### config.mk
export PLATFORM = sky130hd
export DESIGN_NAME = reg_exchange_array_flat
export DESIGN_NICKNAME = d
export VERILOG_FILES = /design/src/rtl/reg_exchange_array_if.sv /design/src/rtl/reg_exchange_array.sv /design/src/flat_wrapper.sv
export SDC_FILE = /design/constraint.sdc
export NUM_CORES = 1
export LEC_CHECK = 0
export CAP_MARGIN = 40
export CORE_MARGIN = 10
export CORE_UTILIZATION = 61
export CTS_BUF_LIST = sky130_fd_sc_hd__clkbuf_4
export DETAILED_ROUTE_END_ITERATION = 16
export GPL_ROUTABILITY_DRIVEN = 0
export PLACE_DENSITY_LB_ADDON = 0.12
export REMOVE_ABC_BUFFERS = 1
export SLEW_MARGIN = 20
export SYNTH_ARGS = -nofsm -noshare
export SYNTH_HDL_FRONTEND = slang
export SYNTH_SLANG_ARGS = --single-unit
### constraint.sdc
create_clock -name clk -period 2.4 [get_ports clk]
set_clock_uncertainty 0.1 [all_clocks]
set_input_delay 0.48 -clock clk [delete_from_list [all_inputs] [get_ports clk]]
set_output_delay 0.48 -clock clk [all_outputs]
set_load 0.01 [all_outputs]
### src/rtl/reg_exchange_array_if.sv
// reg_exchange_array_if: command/read bus for reg_exchange_array
// Command side: cmd_valid/cmd_ready handshake with cmd_op, idx_a, idx_b, cmd_amt, wr_data.
// Read side: rd_idx selects, rd_data returns; done pulses per completed command; xchg_cnt counts exchanges.
interface reg_exchange_array_if #(parameter int WIDTH = 8, parameter int DEPTH = 4);
  localparam int AW = $clog2(DEPTH);
  logic             cmd_valid;
  logic             cmd_ready;
  logic [1:0]       cmd_op;
  logic [AW-1:0]    idx_a;
  logic [AW-1:0]    idx_b;
  logic [AW-1:0]    cmd_amt;
  logic [WIDTH-1:0] wr_data;
  logic [AW-1:0]    rd_idx;
  logic [WIDTH-1:0] rd_data;
  logic             done;
  logic [15:0]      xchg_cnt;
  modport master (output cmd_valid, cmd_op, idx_a, idx_b, cmd_amt, wr_data, rd_idx,
                  input cmd_ready, rd_data, done, xchg_cnt);
  modport slave  (input cmd_valid, cmd_op, idx_a, idx_b, cmd_amt, wr_data, rd_idx,
                  output cmd_ready, rd_data, done, xchg_cnt);
endinterface

### src/rtl/reg_exchange_array.sv
// reg_exchange_array: register file with LOAD, SWAP and multi-cycle ROTL/ROTR commands
// Ports: clk, rst (async active-high), bus (reg_exchange_array_if.slave).
// Macro XCHG_COUNT_EN builds the 16-bit SWAP/ROTL/ROTR completion counter; otherwise xchg_cnt is 0.
module reg_exchange_array #(
  parameter int WIDTH = 8,
  parameter int DEPTH = 4
) (
  input logic clk,
  input logic rst,
  reg_exchange_array_if.slave bus
);
  localparam int AW = $clog2(DEPTH);
  typedef enum logic {IDLE, ROT} state_t;
  state_t           state_q, state_d;
  logic [WIDTH-1:0] regs_q [DEPTH];
  logic [WIDTH-1:0] regs_d [DEPTH];
  logic [WIDTH-1:0] rl [DEPTH];
  logic [WIDTH-1:0] rr [DEPTH];
  logic [AW-1:0]    rem_q, rem_d;
  logic             dir_q, dir_d;
  logic             done_q, done_d;
  logic             accept;
  for (genvar i = 0; i < DEPTH; i++) begin : g_rot
    assign rl[i] = regs_q[(i + DEPTH - 1) % DEPTH];
    assign rr[i] = regs_q[(i + 1) % DEPTH];
  end
  assign bus.cmd_ready = (state_q == IDLE) && !rst;
  assign accept        = bus.cmd_valid && bus.cmd_ready;
  assign bus.rd_data   = regs_q[bus.rd_idx];
  assign bus.done      = done_q;
  always_comb begin
    regs_d  = regs_q;
    state_d = state_q;
    rem_d   = rem_q;
    dir_d   = dir_q;
    done_d  = 1'b0;
    if (state_q == ROT) begin
      regs_d = dir_q ? rr : rl;
      rem_d  = rem_q - AW'(1);
      if (rem_q == AW'(1)) begin
        state_d = IDLE;
        done_d  = 1'b1;
      end
    end else if (accept) begin
      case (bus.cmd_op)
        2'b00: begin
          regs_d[bus.idx_a] = bus.wr_data;
          done_d            = 1'b1;
        end
        2'b01: begin
          regs_d[bus.idx_a] = regs_q[bus.idx_b];
          regs_d[bus.idx_b] = regs_q[bus.idx_a];
          done_d            = 1'b1;
        end
        default: begin
          // cmd_op[0] selects ROTR; first shift happens on the accept edge
          dir_d = bus.cmd_op[0];
          if (bus.cmd_amt == '0) done_d = 1'b1;
          else begin
            regs_d = bus.cmd_op[0] ? rr : rl;
            rem_d  = bus.cmd_amt - AW'(1);
            if (bus.cmd_amt == AW'(1)) done_d = 1'b1;
            else state_d = ROT;
          end
        end
      endcase
    end
  end
  always_ff @(posedge clk or posedge rst) begin
    if (rst) begin
      state_q <= IDLE;
      regs_q  <= '{default: '0};
      rem_q   <= '0;
      dir_q   <= 1'b0;
      done_q  <= 1'b0;
    end else begin
      state_q <= state_d;
      regs_q  <= regs_d;
      rem_q   <= rem_d;
      dir_q   <= dir_d;
      done_q  <= done_d;
    end
  end
`ifdef XCHG_COUNT_EN
  logic [15:0] cnt_q;
  logic        inc;
  // every completion counts except a LOAD accepted from IDLE
  assign inc = done_d && !(state_q == IDLE && bus.cmd_op == 2'b00);
  always_ff @(posedge clk or posedge rst) begin
    if (rst) cnt_q <= '0;
    else if (inc) cnt_q <= cnt_q + 16'd1;
  end
  assign bus.xchg_cnt = cnt_q;
`else
  assign bus.xchg_cnt = '0;
`endif
endmodule

### src/flat_wrapper.sv
// flat-port wrapper written by rule: the top's interface ports become plain ports
module reg_exchange_array_flat 
#(
  parameter int WIDTH = 8,
  parameter int DEPTH = 4
)
  (clk, rst, bus_cmd_valid, bus_cmd_op, bus_idx_a, bus_idx_b, bus_cmd_amt, bus_wr_data, bus_rd_idx, bus_cmd_ready, bus_rd_data, bus_done, bus_xchg_cnt);
  reg_exchange_array_if #(.WIDTH(WIDTH), .DEPTH(DEPTH)) bus_i ();
  input logic clk;
  input logic rst;
  input wire logic [$bits(bus_i.cmd_valid)-1:0] bus_cmd_valid;
  input wire logic [$bits(bus_i.cmd_op)-1:0] bus_cmd_op;
  input wire logic [$bits(bus_i.idx_a)-1:0] bus_idx_a;
  input wire logic [$bits(bus_i.idx_b)-1:0] bus_idx_b;
  input wire logic [$bits(bus_i.cmd_amt)-1:0] bus_cmd_amt;
  input wire logic [$bits(bus_i.wr_data)-1:0] bus_wr_data;
  input wire logic [$bits(bus_i.rd_idx)-1:0] bus_rd_idx;
  output wire logic [$bits(bus_i.cmd_ready)-1:0] bus_cmd_ready;
  output wire logic [$bits(bus_i.rd_data)-1:0] bus_rd_data;
  output wire logic [$bits(bus_i.done)-1:0] bus_done;
  output wire logic [$bits(bus_i.xchg_cnt)-1:0] bus_xchg_cnt;
  assign bus_i.cmd_valid = bus_cmd_valid;
  assign bus_i.cmd_op = bus_cmd_op;
  assign bus_i.idx_a = bus_idx_a;
  assign bus_i.idx_b = bus_idx_b;
  assign bus_i.cmd_amt = bus_cmd_amt;
  assign bus_i.wr_data = bus_wr_data;
  assign bus_i.rd_idx = bus_rd_idx;
  assign bus_cmd_ready = bus_i.cmd_ready;
  assign bus_rd_data = bus_i.rd_data;
  assign bus_done = bus_i.done;
  assign bus_xchg_cnt = bus_i.xchg_cnt;
  reg_exchange_array #(.WIDTH(WIDTH), .DEPTH(DEPTH)) u_core (.clk(clk), .rst(rst), .bus(bus_i));
endmodule
==> impl_metrics.csv <==
group,metric,value,unit
sta,holdWs,0.428,ns
synth,seq_area_frac_synth,0.176,
route,number_of_vias_per_cell,7.34,
synth,synth_xor_area_frac,0,
sta,setup_viol,0,
hold_path,worstHoldPathCells,1,
floorplanning,core_area,8300,um2
setup_path,worstReg2RegStart,"u_core.state_q$_DFF_PP0_",
synth,number_of_warning_messages_in_the_yosys_log,0,
layout,final_util,0.714,
route,detail_route.drc_violations,0,
status,outcome,"finished clean",
layout,fillers,649,
cts,post_cts_hold_buffer_count,0,
synth,largest_family_of_logic_cells_by_synthesized_area,"compound AO/OA/AOI/OAI gates",
cts,tritoncts,"built",
layout,final_nets,670,
floorplanning,floorplan.die.height,113,um
layout,area.sequential,927,um2
cts,clockBufferDepth,2,
synth,synth.top_cells.by_area,"sky130_fd_sc_hd__dfrtp_1 (18%), sky130_fd_sc_hd__mux2i_1 (7.8%), sky130_fd_sc_hd__mux4_2 (6.9%)",
sta,layout_worst_path_cycle_share,0.912,
floorplanning,start_util,0.634,
flow_run,max-cap-violations,0,
synth,synth.cell_area,5260,um2
cts,cts.reportedPaths.clkPinSlew,0.13,ns
cts,ctsResizeCount,33,
sta,fmax,457,MHz
power_and_ir_drop,ir_drop,511,uV
setup_path,critical_path_peak_fanout,8,
floorplanning,die_width,113,um
floorplanning,die_area,12700,um2
sta,final_period_minus_worst_setup_slack,2.19,ns
floorplanning,floorplan.io_pins,47,
route,drt-total-wl,17000,um
cts,cts-htree-levels,2,
global_route,grt_antenna_before_repair,0,
setup_path,timing.critical_path.required,1.82,ns
place,dp_worst_setup_slack,-0.344,ns
cts,clock_insertion_delay_worst_skew,0.38,ns
synth,synthMostInstantiatedCell,"sky130_fd_sc_hd__clkbuf_1",
sta,fin_setup_tns,0,ns
synth,synth_top_area_share,0.176,
setup_path,worstSetupStartpointType,"input pin",
global_route,grt_overflow_total,0,
global_route,grt_pass1_wl,28200,um
hold_path,timing.hold.worst_endpoint,"u_core.rem_q[0]$_DFFE_PP0P_",
sta,rsz0062_at_grt,"false",
global_route,grt_pass1_vias,5414,
route,wire_per_inst,22.6,um
global_route,global_route.usage.total,0.260,
route,dr.first_iter.drc_count,681,
cts,clk_root_buffer_cell,"sky130_fd_sc_hd__clkbuf_4",
synth,post_synth_and_or_nand_nor_area_fraction,0.141,
power_and_ir_drop,design_power_total,5.52,mW
sta,timing.slew.headroom,0.543,
route,ant_nets,0,
synth,netlist-cell-type-count,49,
route,drt_first_pass_iters,7,
synth,synth_fa_ha_area_frac,0.00714,
synth,synth_cells,630,
setup_path,worst_r2r_path_depth,5,
global_route,largest_net_degree_at_the_start_of_global_routing,38,
synth,synth_area_leader_cell,"sky130_fd_sc_hd__dfrtp_1",
synth,synth_commonest_cells,"sky130_fd_sc_hd__clkbuf_1 (64), sky130_fd_sc_hd__a21oi_1 (41), sky130_fd_sc_hd__mux2i_1 (41)",
place,buffer_ports.inserted,30,
synth,leading_register_cell_type_out_of_synthesis,"sky130_fd_sc_hd__dfrtp_1",
synth,synth_mux_area_frac,0.168,
power_and_ir_drop,power_leakage,2.53,nW
place,detailed_placement_wirelength_estimate,11300,um
sta,slew_violations,0,
synth,synth_enable_flop_cells,0,
setup_path,setup.worst_path.end_class,"output pin",
synth,synth_compound_gate_area_share,0.378,
sta,max_slew.worst_pin.slew,0.683,ns
layout,antenna_cells,0,
layout,syn_to_final_growth,12.6,%
synth,ys_seq_elements,37,
route,route.vias.total,5522,
sta,final_critical_path_setup_slack,0.210,ns
cts,clock_sinks,37,
cts,cts_setup_buffers,0,
synth,postSynthAreaPerCell,8.35,um2
sta,final_hold_viol_count,0,
synth,async_flop_share,1.00,
hold_path,hold_path_class,"reg -> reg",
floorplanning,std_cell_rows,33,
setup_path,worst-r2r-setup-slack,0.46,ns
hold_path,worstHoldStart,"u_core.rem_q[0]$_DFFE_PP0P_",
power_and_ir_drop,power_per_cell_area,932,nW/um2
setup_path,critPathArrivalTime,1.61,ns
layout,multiInputGateArea,3710,um2
setup_path,criticalPathCategory,"in -> out",
setup_path,r2r-end,"u_core.regs_q[12]$_DFFE_PP0P_",
layout,drive_gt1_frac,0.255,
cts,cts_inserted_buffers,5,
cells by family after synthesis:
kind of cell,count (synthesis)
DFF,37
AOI/OAI and AO/OA,256
muxes,67
other,1
buffers and inverters,144
and+or+nand+nor,122
adders and majority gates,3
routing by layer:
layer  GRT usage  share of wire
met5           0              0
met4       0.127          0.037
met3      0.0565           0.12
met2       0.397           0.44
met1       0.340           0.40
area by class of cell:
cell class | count | area share
multi-input combinational | 464 | 0.626
tap | 105 | 0.0222
timing repair buffer | 112 | 0.161
inverter | 26 | 0.0165
clock buffer | 5 | 0.00634
clock inverter | 3 | 0.0110
sequential | 37 | 0.156
state kept, by name, summed over array words and instances (netlist names):
| name | cells |
|---|---|
| u_core.state_q | 1 |
| u_core.regs_q | 32 |
| u_core.rem_q | 2 |
| u_core.bus.done | 1 |
| u_core.dir_q | 1 |
worst max-delay path by stage:
stage,end,depth (start not counted),slack (ns),startpoint
floorplan,u_core.regs_q[16]$_DFFE_PP0P_,4,0.02,u_core.state_q$_DFF_PP0_
global placement,bus_rd_data[2],4,-0.35,bus_rd_idx[1]
detailed placement,bus_rd_data[0],4,-0.34,bus_rd_idx[1]
CTS,bus_rd_data[3],4,0.21,bus_rd_idx[0]
global route,bus_rd_data[3],4,0.16,bus_rd_idx[0]
finish,bus_rd_data[3],4,0.21,bus_rd_idx[0]
worst max-delay path, cell delays in order:
cell and delay [ns]:
sky130_fd_sc_hd__clkdlybuf4s50_1 0.50, sky130_fd_sc_hd__buf_12 0.16, sky130_fd_sc_hd__mux4_2 0.31, sky130_fd_sc_hd__buf_2 0.16
per-stage QoR:
| stage | cell area [um2] | instances |
|---|---|---|
| after floorplan | 4730 | 527 |
| after CTS | 5920 | 752 |
| after global placement | 5860 | 744 |
| after global routing | 5920 | 752 |
| after detailed placement | 5860 | 744 |
| final | 5920 | 752 |
report_power, final:
part | leakage (nW) | internal (mW) | switching, mW
clock network | 0.0552 | 0.322 | 0.264
logic | 2.08 | 1.80 | 1.98
registers | 0.401 | 0.905 | 0.251
total | 2.53 | 3.03 | 2.49
cells in the final DEF, fill, tap and decap left out, types with 9 or more instances in the layout:
| cell | n |
|---|---|
| sky130_fd_sc_hd__a211o_1 | 20 |
| sky130_fd_sc_hd__a211oi_1 | 11 |
| sky130_fd_sc_hd__a21o_1 | 12 |
| sky130_fd_sc_hd__a21oi_1 | 41 |
| sky130_fd_sc_hd__a221o_1 | 9 |
| sky130_fd_sc_hd__a221oi_1 | 28 |
| sky130_fd_sc_hd__a221oi_2 | 11 |
| sky130_fd_sc_hd__a2bb2oi_1 | 9 |
| sky130_fd_sc_hd__a31o_2 | 9 |
| sky130_fd_sc_hd__and3b_1 | 24 |
| sky130_fd_sc_hd__buf_2 | 12 |
| sky130_fd_sc_hd__buf_4 | 74 |
| sky130_fd_sc_hd__clkdlybuf4s50_1 | 17 |
| sky130_fd_sc_hd__conb_1 | 16 |
| sky130_fd_sc_hd__dfrtp_1 | 36 |
| sky130_fd_sc_hd__inv_1 | 26 |
| sky130_fd_sc_hd__mux2_2 | 10 |
| sky130_fd_sc_hd__mux2i_1 | 41 |
| sky130_fd_sc_hd__mux4_2 | 16 |
| sky130_fd_sc_hd__nand2_1 | 29 |
| sky130_fd_sc_hd__nand3b_1 | 11 |
| sky130_fd_sc_hd__nor2_1 | 25 |
| sky130_fd_sc_hd__nor2b_1 | 12 |
| sky130_fd_sc_hd__o211ai_1 | 9 |
| sky130_fd_sc_hd__o21ai_0 | 30 |
| sky130_fd_sc_hd__o221a_2 | 10 |
| sky130_fd_sc_hd__o311ai_0 | 10 |
| sky130_fd_sc_hd__o31a_1 | 9 |
Note: power is estimated with default switching activity, not from simulation.
